<file path="src/rtl/alu_issue_queue.sv">
// -----------------------------------------------------------------------------
// alu_issue_queue
//
// Out-of-order issue queue in front of a single ALU. Dispatched ops wait in a
// DEPTH-entry buffer until both source operands are available. Each cycle one
// eligible op is registered onto the issue outputs with enable=1, and its
// entry is freed. Writeback wakeups and commit-register kills are applied to
// every waiting entry.
//
// Configuration macro: ALUQ_OLDEST_FIRST_EN
//   defined   : pick the oldest eligible entry, tracked with a DEPTH x DEPTH
//               age matrix
//   undefined : pick the lowest-index eligible entry (no age state)
//
// Ports
//   clk, reset_n         clock, asynchronous active-low reset
//   in_valid/in_ready    dispatch handshake (in_ready = queue not full)
//   in_*                 op fields captured on dispatch
//   wb_valid/wb_rd       ALU result wakeup
//   commit_kill          per-commit-register kill mask
//   enable               issue strobe to the ALU
//   control..rv32        registered fields of the issued op
//   rs1_addr/rs2_addr    register-file read addresses, valid with enable
//   count                number of occupied entries
// -----------------------------------------------------------------------------
module alu_issue_queue #(
  parameter int CNTRL_SIZE = 7,
  parameter int NCOMMIT    = 32,
  parameter int LNCOMMIT   = 5,
  parameter int VA_SZ      = 48,
  parameter int DEPTH      = 8,
  parameter int LDEPTH     = 3
) (
  input  logic                  clk,
  input  logic                  reset_n,
  input  logic                  in_valid,
  output logic                  in_ready,
  input  logic [CNTRL_SIZE-1:0] in_control,
  input  logic [LNCOMMIT-1:0]   in_rd,
  input  logic                  in_makes_rd,
  input  logic                  in_needs_rs2,
  input  logic [LNCOMMIT-1:0]   in_rs1,
  input  logic [LNCOMMIT-1:0]   in_rs2,
  input  logic                  in_rs1_rdy,
  input  logic                  in_rs2_rdy,
  input  logic [VA_SZ-2:0]      in_pc,
  input  logic [31:0]           in_immed,
  input  logic                  in_rv32,
  input  logic                  wb_valid,
  input  logic [LNCOMMIT-1:0]   wb_rd,
  input  logic [NCOMMIT-1:0]    commit_kill,
  output logic                  enable,
  output logic [CNTRL_SIZE-1:0] control,
  output logic [LNCOMMIT-1:0]   rd,
  output logic                  makes_rd,
  output logic                  needs_rs2,
  output logic [VA_SZ-2:0]      pc,
  output logic [31:0]           immed,
  output logic                  rv32,
  output logic [LNCOMMIT-1:0]   rs1_addr,
  output logic [LNCOMMIT-1:0]   rs2_addr,
  output logic [LDEPTH:0]       count
);

  localparam int CW = LDEPTH + 1;

  // Entry state
  logic [DEPTH-1:0]      valid_r;
  logic [DEPTH-1:0]      rs1_rdy_r;
  logic [DEPTH-1:0]      rs2_rdy_r;
  logic [DEPTH-1:0]      e_makes_rd_r;
  logic [DEPTH-1:0]      e_needs_rs2_r;
  logic [DEPTH-1:0]      e_rv32_r;
  logic [CNTRL_SIZE-1:0] e_control_r [DEPTH];
  logic [LNCOMMIT-1:0]   e_rd_r      [DEPTH];
  logic [LNCOMMIT-1:0]   e_rs1_r     [DEPTH];
  logic [LNCOMMIT-1:0]   e_rs2_r     [DEPTH];
  logic [VA_SZ-2:0]      e_pc_r      [DEPTH];
  logic [31:0]           e_immed_r   [DEPTH];

  logic [CW-1:0]         count_r;

  // Issue output registers
  logic                  iss_enable_r;
  logic [CNTRL_SIZE-1:0] iss_control_r;
  logic [LNCOMMIT-1:0]   iss_rd_r;
  logic                  iss_makes_rd_r;
  logic                  iss_needs_rs2_r;
  logic [VA_SZ-2:0]      iss_pc_r;
  logic [31:0]           iss_immed_r;
  logic                  iss_rv32_r;
  logic [LNCOMMIT-1:0]   iss_rs1_r;
  logic [LNCOMMIT-1:0]   iss_rs2_r;

  // Combinational control
  logic                  alloc_s;
  logic [LDEPTH-1:0]     alloc_idx_s;
  logic                  alloc_rs1_rdy_s;
  logic                  alloc_rs2_rdy_s;
  logic [DEPTH-1:0]      elig_s;
  logic [DEPTH-1:0]      kill_s;
  logic [DEPTH-1:0]      cand_s;
  logic                  issue_s;
  logic [LDEPTH-1:0]     sel_idx_s;
  logic [CW-1:0]         kill_cnt_s;
  logic [CW-1:0]         count_nxt_s;

  // Full flag is derived only from the registered occupancy count
  assign in_ready = (count_r != CW'(DEPTH));

  // Dispatch is refused when its destination is being killed this cycle
  assign alloc_s = in_valid & in_ready & ~commit_kill[in_rd];

  // Operand readiness on allocate includes a same-cycle writeback bypass;
  // an immediate-form op never waits on rs2
  assign alloc_rs1_rdy_s = in_rs1_rdy | (wb_valid & (in_rs1 == wb_rd));
  assign alloc_rs2_rdy_s = ~in_needs_rs2 | in_rs2_rdy | (wb_valid & (in_rs2 == wb_rd));

  // Lowest-index free slot; descending scan lets the lowest index win
  always_comb begin
    alloc_idx_s = '0;
    for (int i = DEPTH - 1; i >= 0; i--) begin
      alloc_idx_s = valid_r[i] ? alloc_idx_s : LDEPTH'(i);
    end
  end

  // Per-entry eligibility and kill; a killed entry is never eligible
  always_comb begin
    elig_s = '0;
    kill_s = '0;
    for (int i = 0; i < DEPTH; i++) begin
      kill_s[i] = valid_r[i] & commit_kill[e_rd_r[i]];
      elig_s[i] = valid_r[i] & rs1_rdy_r[i] & rs2_rdy_r[i] & ~commit_kill[e_rd_r[i]];
    end
  end

`ifdef ALUQ_OLDEST_FIRST_EN
  // age_r[i][j] = 1 means entry i was allocated before entry j
  logic [DEPTH-1:0] age_r [DEPTH];

  // Age matrix: a newly allocated entry is younger than every other entry
  always_ff @(posedge clk or negedge reset_n) begin
    if (!reset_n) begin
      for (int i = 0; i < DEPTH; i++) begin
        age_r[i] <= '0;
      end
    end else if (alloc_s) begin
      for (int j = 0; j < DEPTH; j++) begin
        if (alloc_idx_s == LDEPTH'(j)) begin
          age_r[j] <= '0;
        end else begin
          age_r[j][alloc_idx_s] <= 1'b1;
        end
      end
    end else begin
      for (int i = 0; i < DEPTH; i++) begin
        age_r[i] <= age_r[i];
      end
    end
  end

  // Candidate set: eligible entries with no older eligible entry
  always_comb begin
    logic blocked_v;
    cand_s = '0;
    for (int i = 0; i < DEPTH; i++) begin
      blocked_v = 1'b0;
      for (int j = 0; j < DEPTH; j++) begin
        blocked_v = blocked_v | (elig_s[j] & age_r[j][i]);
      end
      cand_s[i] = elig_s[i] & ~blocked_v;
    end
  end
`else
  // Candidate set: every eligible entry (lowest index wins below)
  assign cand_s = elig_s;
`endif

  assign issue_s = |cand_s;

  // Lowest-index candidate
  always_comb begin
    sel_idx_s = '0;
    for (int i = DEPTH - 1; i >= 0; i--) begin
      sel_idx_s = cand_s[i] ? LDEPTH'(i) : sel_idx_s;
    end
  end

  // Occupancy update: allocate, issue and kills all land on the same edge
  always_comb begin
    kill_cnt_s = '0;
    for (int i = 0; i < DEPTH; i++) begin
      kill_cnt_s = kill_cnt_s + CW'(kill_s[i]);
    end
    count_nxt_s = count_r + CW'(alloc_s) - CW'(issue_s) - kill_cnt_s;
  end

  // Occupancy counter
  always_ff @(posedge clk or negedge reset_n) begin
    if (!reset_n) begin
      count_r <= '0;
    end else begin
      count_r <= count_nxt_s;
    end
  end

  // Entry valid/readiness: allocate, free on issue or kill, writeback wakeup
  always_ff @(posedge clk or negedge reset_n) begin
    if (!reset_n) begin
      valid_r   <= '0;
      rs1_rdy_r <= '0;
      rs2_rdy_r <= '0;
    end else begin
      for (int i = 0; i < DEPTH; i++) begin
        if (alloc_s && (alloc_idx_s == LDEPTH'(i))) begin
          valid_r[i]   <= 1'b1;
          rs1_rdy_r[i] <= alloc_rs1_rdy_s;
          rs2_rdy_r[i] <= alloc_rs2_rdy_s;
        end else if ((issue_s && (sel_idx_s == LDEPTH'(i))) || kill_s[i]) begin
          valid_r[i]   <= 1'b0;
        end else if (valid_r[i] && wb_valid) begin
          if (e_rs1_r[i] == wb_rd) begin
            rs1_rdy_r[i] <= 1'b1;
          end
          if (e_rs2_r[i] == wb_rd) begin
            rs2_rdy_r[i] <= 1'b1;
          end
        end
      end
    end
  end

  // Entry payload, captured on allocate only
  always_ff @(posedge clk or negedge reset_n) begin
    if (!reset_n) begin
      e_makes_rd_r  <= '0;
      e_needs_rs2_r <= '0;
      e_rv32_r      <= '0;
      for (int i = 0; i < DEPTH; i++) begin
        e_control_r[i] <= '0;
        e_rd_r[i]      <= '0;
        e_rs1_r[i]     <= '0;
        e_rs2_r[i]     <= '0;
        e_pc_r[i]      <= '0;
        e_immed_r[i]   <= '0;
      end
    end else begin
      for (int i = 0; i < DEPTH; i++) begin
        if (alloc_s && (alloc_idx_s == LDEPTH'(i))) begin
          e_makes_rd_r[i]  <= in_makes_rd;
          e_needs_rs2_r[i] <= in_needs_rs2;
          e_rv32_r[i]      <= in_rv32;
          e_control_r[i]   <= in_control;
          e_rd_r[i]        <= in_rd;
          e_rs1_r[i]       <= in_rs1;
          e_rs2_r[i]       <= in_rs2;
          e_pc_r[i]        <= in_pc;
          e_immed_r[i]     <= in_immed;
        end
      end
    end
  end

  // Issue register: fields hold their last value when nothing issues
  always_ff @(posedge clk or negedge reset_n) begin
    if (!reset_n) begin
      iss_enable_r    <= 1'b0;
      iss_control_r   <= '0;
      iss_rd_r        <= '0;
      iss_makes_rd_r  <= 1'b0;
      iss_needs_rs2_r <= 1'b0;
      iss_pc_r        <= '0;
      iss_immed_r     <= '0;
      iss_rv32_r      <= 1'b0;
      iss_rs1_r       <= '0;
      iss_rs2_r       <= '0;
    end else begin
      iss_enable_r <= issue_s;
      if (issue_s) begin
        iss_control_r   <= e_control_r[sel_idx_s];
        iss_rd_r        <= e_rd_r[sel_idx_s];
        iss_makes_rd_r  <= e_makes_rd_r[sel_idx_s];
        iss_needs_rs2_r <= e_needs_rs2_r[sel_idx_s];
        iss_pc_r        <= e_pc_r[sel_idx_s];
        iss_immed_r     <= e_immed_r[sel_idx_s];
        iss_rv32_r      <= e_rv32_r[sel_idx_s];
        iss_rs1_r       <= e_rs1_r[sel_idx_s];
        iss_rs2_r       <= e_rs2_r[sel_idx_s];
      end
    end
  end

  assign enable    = iss_enable_r;
  assign control   = iss_control_r;
  assign rd        = iss_rd_r;
  assign makes_rd  = iss_makes_rd_r;
  assign needs_rs2 = iss_needs_rs2_r;
  assign pc        = iss_pc_r;
  assign immed     = iss_immed_r;
  assign rv32      = iss_rv32_r;
  assign rs1_addr  = iss_rs1_r;
  assign rs2_addr  = iss_rs2_r;
  assign count     = count_r;

endmodule

</file>
<file path="config.mk">
export PLATFORM = sky130hd
export DESIGN_NAME = alu_issue_queue
export DESIGN_NICKNAME = d
export VERILOG_FILES = /design/src/rtl/alu_issue_queue.sv
export SDC_FILE = /design/constraint.sdc
export NUM_CORES = 2
export LEC_CHECK = 0
export ABC_AREA = 1
export CAP_MARGIN = 20
export CORE_ASPECT_RATIO = 1.1
export CORE_MARGIN = 4
export CORE_UTILIZATION = 35
export CTS_CLUSTER_SIZE = 12
export DETAILED_ROUTE_END_ITERATION = 8
export GPL_TIMING_DRIVEN = 0
export PLACE_DENSITY = 0.56
export SLEW_MARGIN = 15
export SYNTH_ARGS = -nofsm -noshare
export SYNTH_HDL_FRONTEND = slang
export SYNTH_SLANG_ARGS = --single-unit
</file>
<file path="constraint.sdc">
create_clock -name clk -period 10.9 [get_ports clk]
set_input_delay 2.18 -clock clk [delete_from_list [all_inputs] [get_ports clk]]
set_output_delay 2.18 -clock clk [all_outputs]
set_load 0.03 [all_outputs]
</file>
==> impl_metrics.ini <==
[route]
remaining_drc_errors = 0
initialDrtViolationCount = 6031
route.antenna.remaining_nets = 0
firstDrtPassIters = 7
wirelength_mm = 228
route.detailed.vias_per_inst = 5.73
wl_per_cell_microns = 27.2
via_count = 48200

[placed_design]
port_buffers = 232
gp_congestion = 0.972
postPlaceCellArea_sq_um = 53100
dp.final_hpwl_mm = 161

[synthesis]
synth_async_sr_flop_share = 1.00
ys_seq_area_frac = 0.501
total_of_warnings_raised_by_yosys = 0
yosysUniqueCellTypes = 48
synth.net_count = 6334
postSynthAreaPerCell_sq_um = 7.80
post_synth_instance_area_sq_um = 48200
dominantRegCellSynth = sky130_fd_sc_hd__dfrtp_1
synth_enable_flop_cells = 0
synth_cells = 6172
synth.ff_latch_count = 965

[pwr]
cellPowerDensity_nw_per_um2 = 258
totalPowerFinal_mw = 14.6
vdd.ir_drop.worst_mv = 0.158
static_leakage_nw = 25.3

[finish]
layout-drive-gt1-share = 0.0704
final_area_sq_um = 56500
fill_cells = 14200
post_layout_net_count = 6688
layout-area-overhead-vs-synth_pct = 17.3

[critical_path]
path_class = primary input to flop
worstPathMaxFanout = 10
worst_ep_arrival_time_ns = 8.99
critPathRequiredTime_ns = 11.56
crit_path_end_kind = flop
cp-start-kind = primary input

[grt]
via_count_of_the_first_global_routing_pass = 45900
grt_overflow_total = 0
grt_start_max_net_pins = 147
globalRouteTotalUtil = 0.310
antenna_found_initial = 9
grt_first_pass_wirelength_mm = 327

[timing]
worst_pin_slew_ns = 1.36
clock-skew-final_ns = 0.0580
finalMaxSlewViolations = 0
finalSetupTns_ns = 0
finalHoldViolCount = 0
upper_clock_frequency_limit_ghz = 0.120
layout_min_cycle_time_ns = 8.33
setup_viol = 0
maxSlewHeadroom = 0.0929
fin_crit_sh = 0.764
grt_setup_unrepaired = no
final.hold.worst_slack_ns = 0.480

[clock_network]
post_cts.resized_instances = 0
cts_tree = yes
cts_hold_buf = 0
numCtsBuffers = 106
post_cts.repair.setup_buffers = 0
ctsHtreeMaxLevel = 3
cts_buffer_depth = 3
sinks_on_clock_net = 965
skew_pair_late_insertion_delay_ns = 0.76
path_clk_slew_ns = 0.06
cts_root_buffer = sky130_fd_sc_hd__clkbuf_16

[job]
drv_cap = 0

[floorplan]
die_area_sq_um = 144000
initial_utilization = 0.353
fp.dieW_microns = 362
placeableCoreArea_sq_um = 136000
io_pins = 257
die_h_microns = 397
placement_rows = 142

[run_status]
run_status = finished, final reports clean

[min_path]
worstHoldPathType = flop to flop
cell usage in the layout (no fill, tap or decap), types with 8 or more instances in the layout:
| cell | n |
|---|---|
| sky130_fd_sc_hd__a21oi_1 | 61 |
| sky130_fd_sc_hd__a221oi_1 | 14 |
| sky130_fd_sc_hd__buf_1 | 34 |
| sky130_fd_sc_hd__buf_16 | 11 |
| sky130_fd_sc_hd__buf_2 | 194 |
| sky130_fd_sc_hd__buf_4 | 28 |
| sky130_fd_sc_hd__buf_6 | 31 |
| sky130_fd_sc_hd__clkbuf_1 | 252 |
| sky130_fd_sc_hd__clkbuf_16 | 106 |
| sky130_fd_sc_hd__clkbuf_8 | 23 |
| sky130_fd_sc_hd__clkdlybuf4s50_1 | 231 |
| sky130_fd_sc_hd__clkinv_2 | 9 |
| sky130_fd_sc_hd__dfrtp_1 | 965 |
| sky130_fd_sc_hd__ha_1 | 9 |
| sky130_fd_sc_hd__inv_1 | 386 |
| sky130_fd_sc_hd__inv_2 | 14 |
| sky130_fd_sc_hd__nand2_1 | 1591 |
| sky130_fd_sc_hd__nand3_1 | 905 |
| sky130_fd_sc_hd__nand3b_1 | 8 |
| sky130_fd_sc_hd__nand4_1 | 217 |
| sky130_fd_sc_hd__nor2_1 | 278 |
| sky130_fd_sc_hd__nor3_1 | 178 |
| sky130_fd_sc_hd__o211ai_1 | 14 |
| sky130_fd_sc_hd__o21ai_0 | 738 |
| sky130_fd_sc_hd__o21ai_1 | 179 |
| sky130_fd_sc_hd__o22ai_1 | 23 |
| sky130_fd_sc_hd__o41ai_1 | 8 |
| sky130_fd_sc_hd__xnor2_1 | 11 |
| sky130_fd_sc_hd__xor2_1 | 12 |
layout make-up:
class / instances / area (sq um) / area share
flip-flops and latches: 965 / 24100 / 0.428
multi-input cells: 4298 / 20000 / 0.355
clock buffers: 167 / 3110 / 0.0551
repair buffers: 246 / 2650 / 0.0469
plain buffers: 505 / 2480 / 0.0439
well taps: 1800 / 2250 / 0.0399
inverters: 404 / 1520 / 0.0270
clock inverters: 21 / 280 / 0.00496
diodes: 4 / 10.0 / 0.000177
logic make-up (layout without fill, tap and decap cells):
family / after synthesis / after routing / synth area share
AOI/OAI and AO/OA: 1059 / 1059 / 0.115
and+or+nand+nor: 3201 / 3201 / 0.292
xor gates and xnor gates: 23 / 23 / 0.00418
DFF: 965 / 965 / 0.501
buffers and inverters: 909 / 1343 / 0.0830
other: 0 / 4 / 0
adders and majority gates: 15 / 15 / 0.00483
metrics by stage:
stage,utilization,worst slack [ns],cells
detailed placement,0.389,2.01,8217
finish,0.414,2.57,8410
floorplan,-,4.54,6172
global placement,0.387,-38.50,8204
global route,0.414,2.42,8407
CTS,0.414,2.76,8405
registers in the layout, indices dropped and copies added (netlist names), 32 cells and up:
signal / flops
e_pc_r: 376
e_immed_r: 256
e_control_r: 56
pc: 47
e_rd_r: 40
e_rs1_r: 40
e_rs2_r: 40
immed: 32
layer usage:
layer,part of all wire,GRT usage,wire [microns]
met5,0.00074,0.00676,169
met4,0.069,0.184,15800
met3,0.089,0.0653,20400
met2,0.45,0.484,102000
met1,0.40,0.399,90400
power breakdown:
group          internal, mW  switching [mW]  total [mW]
combinational          1.68            4.17        5.85
clock                  2.03            1.59        3.62
sequential             4.51           0.594        5.10
worst paths after layout:
kind	endpoint	slack [ns]	cells after the start	start
worst max-delay path	count[3]$_DFF_PN0_	2.57	28	commit_kill[12]
worst min-delay path	pc[18]$_DFFE_PN0P_	0.48	2	pc[18]$_DFFE_PN0P_
worst max register to register	count[3]$_DFF_PN0_	4.44	28	e_rd_r[25]$_DFFE_PN0P_
worst min register to register	pc[18]$_DFFE_PN0P_	0.48	2	pc[18]$_DFFE_PN0P_
max in group asynchronous	e_pc_r[373]$_DFFE_PN0P_	7.32	4	reset_n
min in group asynchronous	immed[14]$_DFFE_PN0P_	1.56	2	reset_n
critical path, stage by stage:
cell and delay [ns]:
sky130_fd_sc_hd__clkdlybuf4s50_1 0.86, sky130_fd_sc_hd__inv_1 0.26, sky130_fd_sc_hd__o21ai_0 0.21, sky130_fd_sc_hd__nand2_1 0.07, sky130_fd_sc_hd__o21ai_1 0.13, sky130_fd_sc_hd__nand2_1 0.06
sky130_fd_sc_hd__nand3b_1 0.09, sky130_fd_sc_hd__nand2_1 0.20, sky130_fd_sc_hd__nand2_1 0.21, sky130_fd_sc_hd__nand2_1 0.12, sky130_fd_sc_hd__inv_2 0.10, sky130_fd_sc_hd__nand2_4 0.13
sky130_fd_sc_hd__inv_1 0.09, sky130_fd_sc_hd__nand2_1 0.11, sky130_fd_sc_hd__inv_2 0.37, sky130_fd_sc_hd__clkbuf_1 0.90, sky130_fd_sc_hd__fa_1 0.34, sky130_fd_sc_hd__inv_1 0.05
sky130_fd_sc_hd__ha_1 0.28, sky130_fd_sc_hd__inv_1 0.05, sky130_fd_sc_hd__fa_1 0.60, sky130_fd_sc_hd__inv_1 0.07, sky130_fd_sc_hd__fa_1 0.47, sky130_fd_sc_hd__inv_1 0.05
sky130_fd_sc_hd__fa_1 0.36, sky130_fd_sc_hd__ha_1 0.22, sky130_fd_sc_hd__xnor2_1 0.19, sky130_fd_sc_hd__xor2_1 0.16
Yosys cell counts (all sizes together), types with 11 or more instances:
| cell | number | area, sq um |
|---|---|---|
| nand3 | 905 | 4530 |
| nor3 | 183 | 941 |
| a221oi | 14 | 123 |
| nor2 | 281 | 1080 |
| inv | 403 | 1520 |
| o22ai | 23 | 144 |
| nand4 | 219 | 1380 |
| xor2 | 12 | 105 |
| o211ai | 14 | 105 |
| a21oi | 63 | 330 |
| xnor2 | 11 | 96.3 |
| dfrtp | 965 | 24100 |
| clkbuf | 221 | 837 |
| nand2 | 1596 | 6010 |
| o21ai | 918 | 4600 |
| buf | 284 | 1640 |
Note: power is estimated with default switching activity, not from simulation.
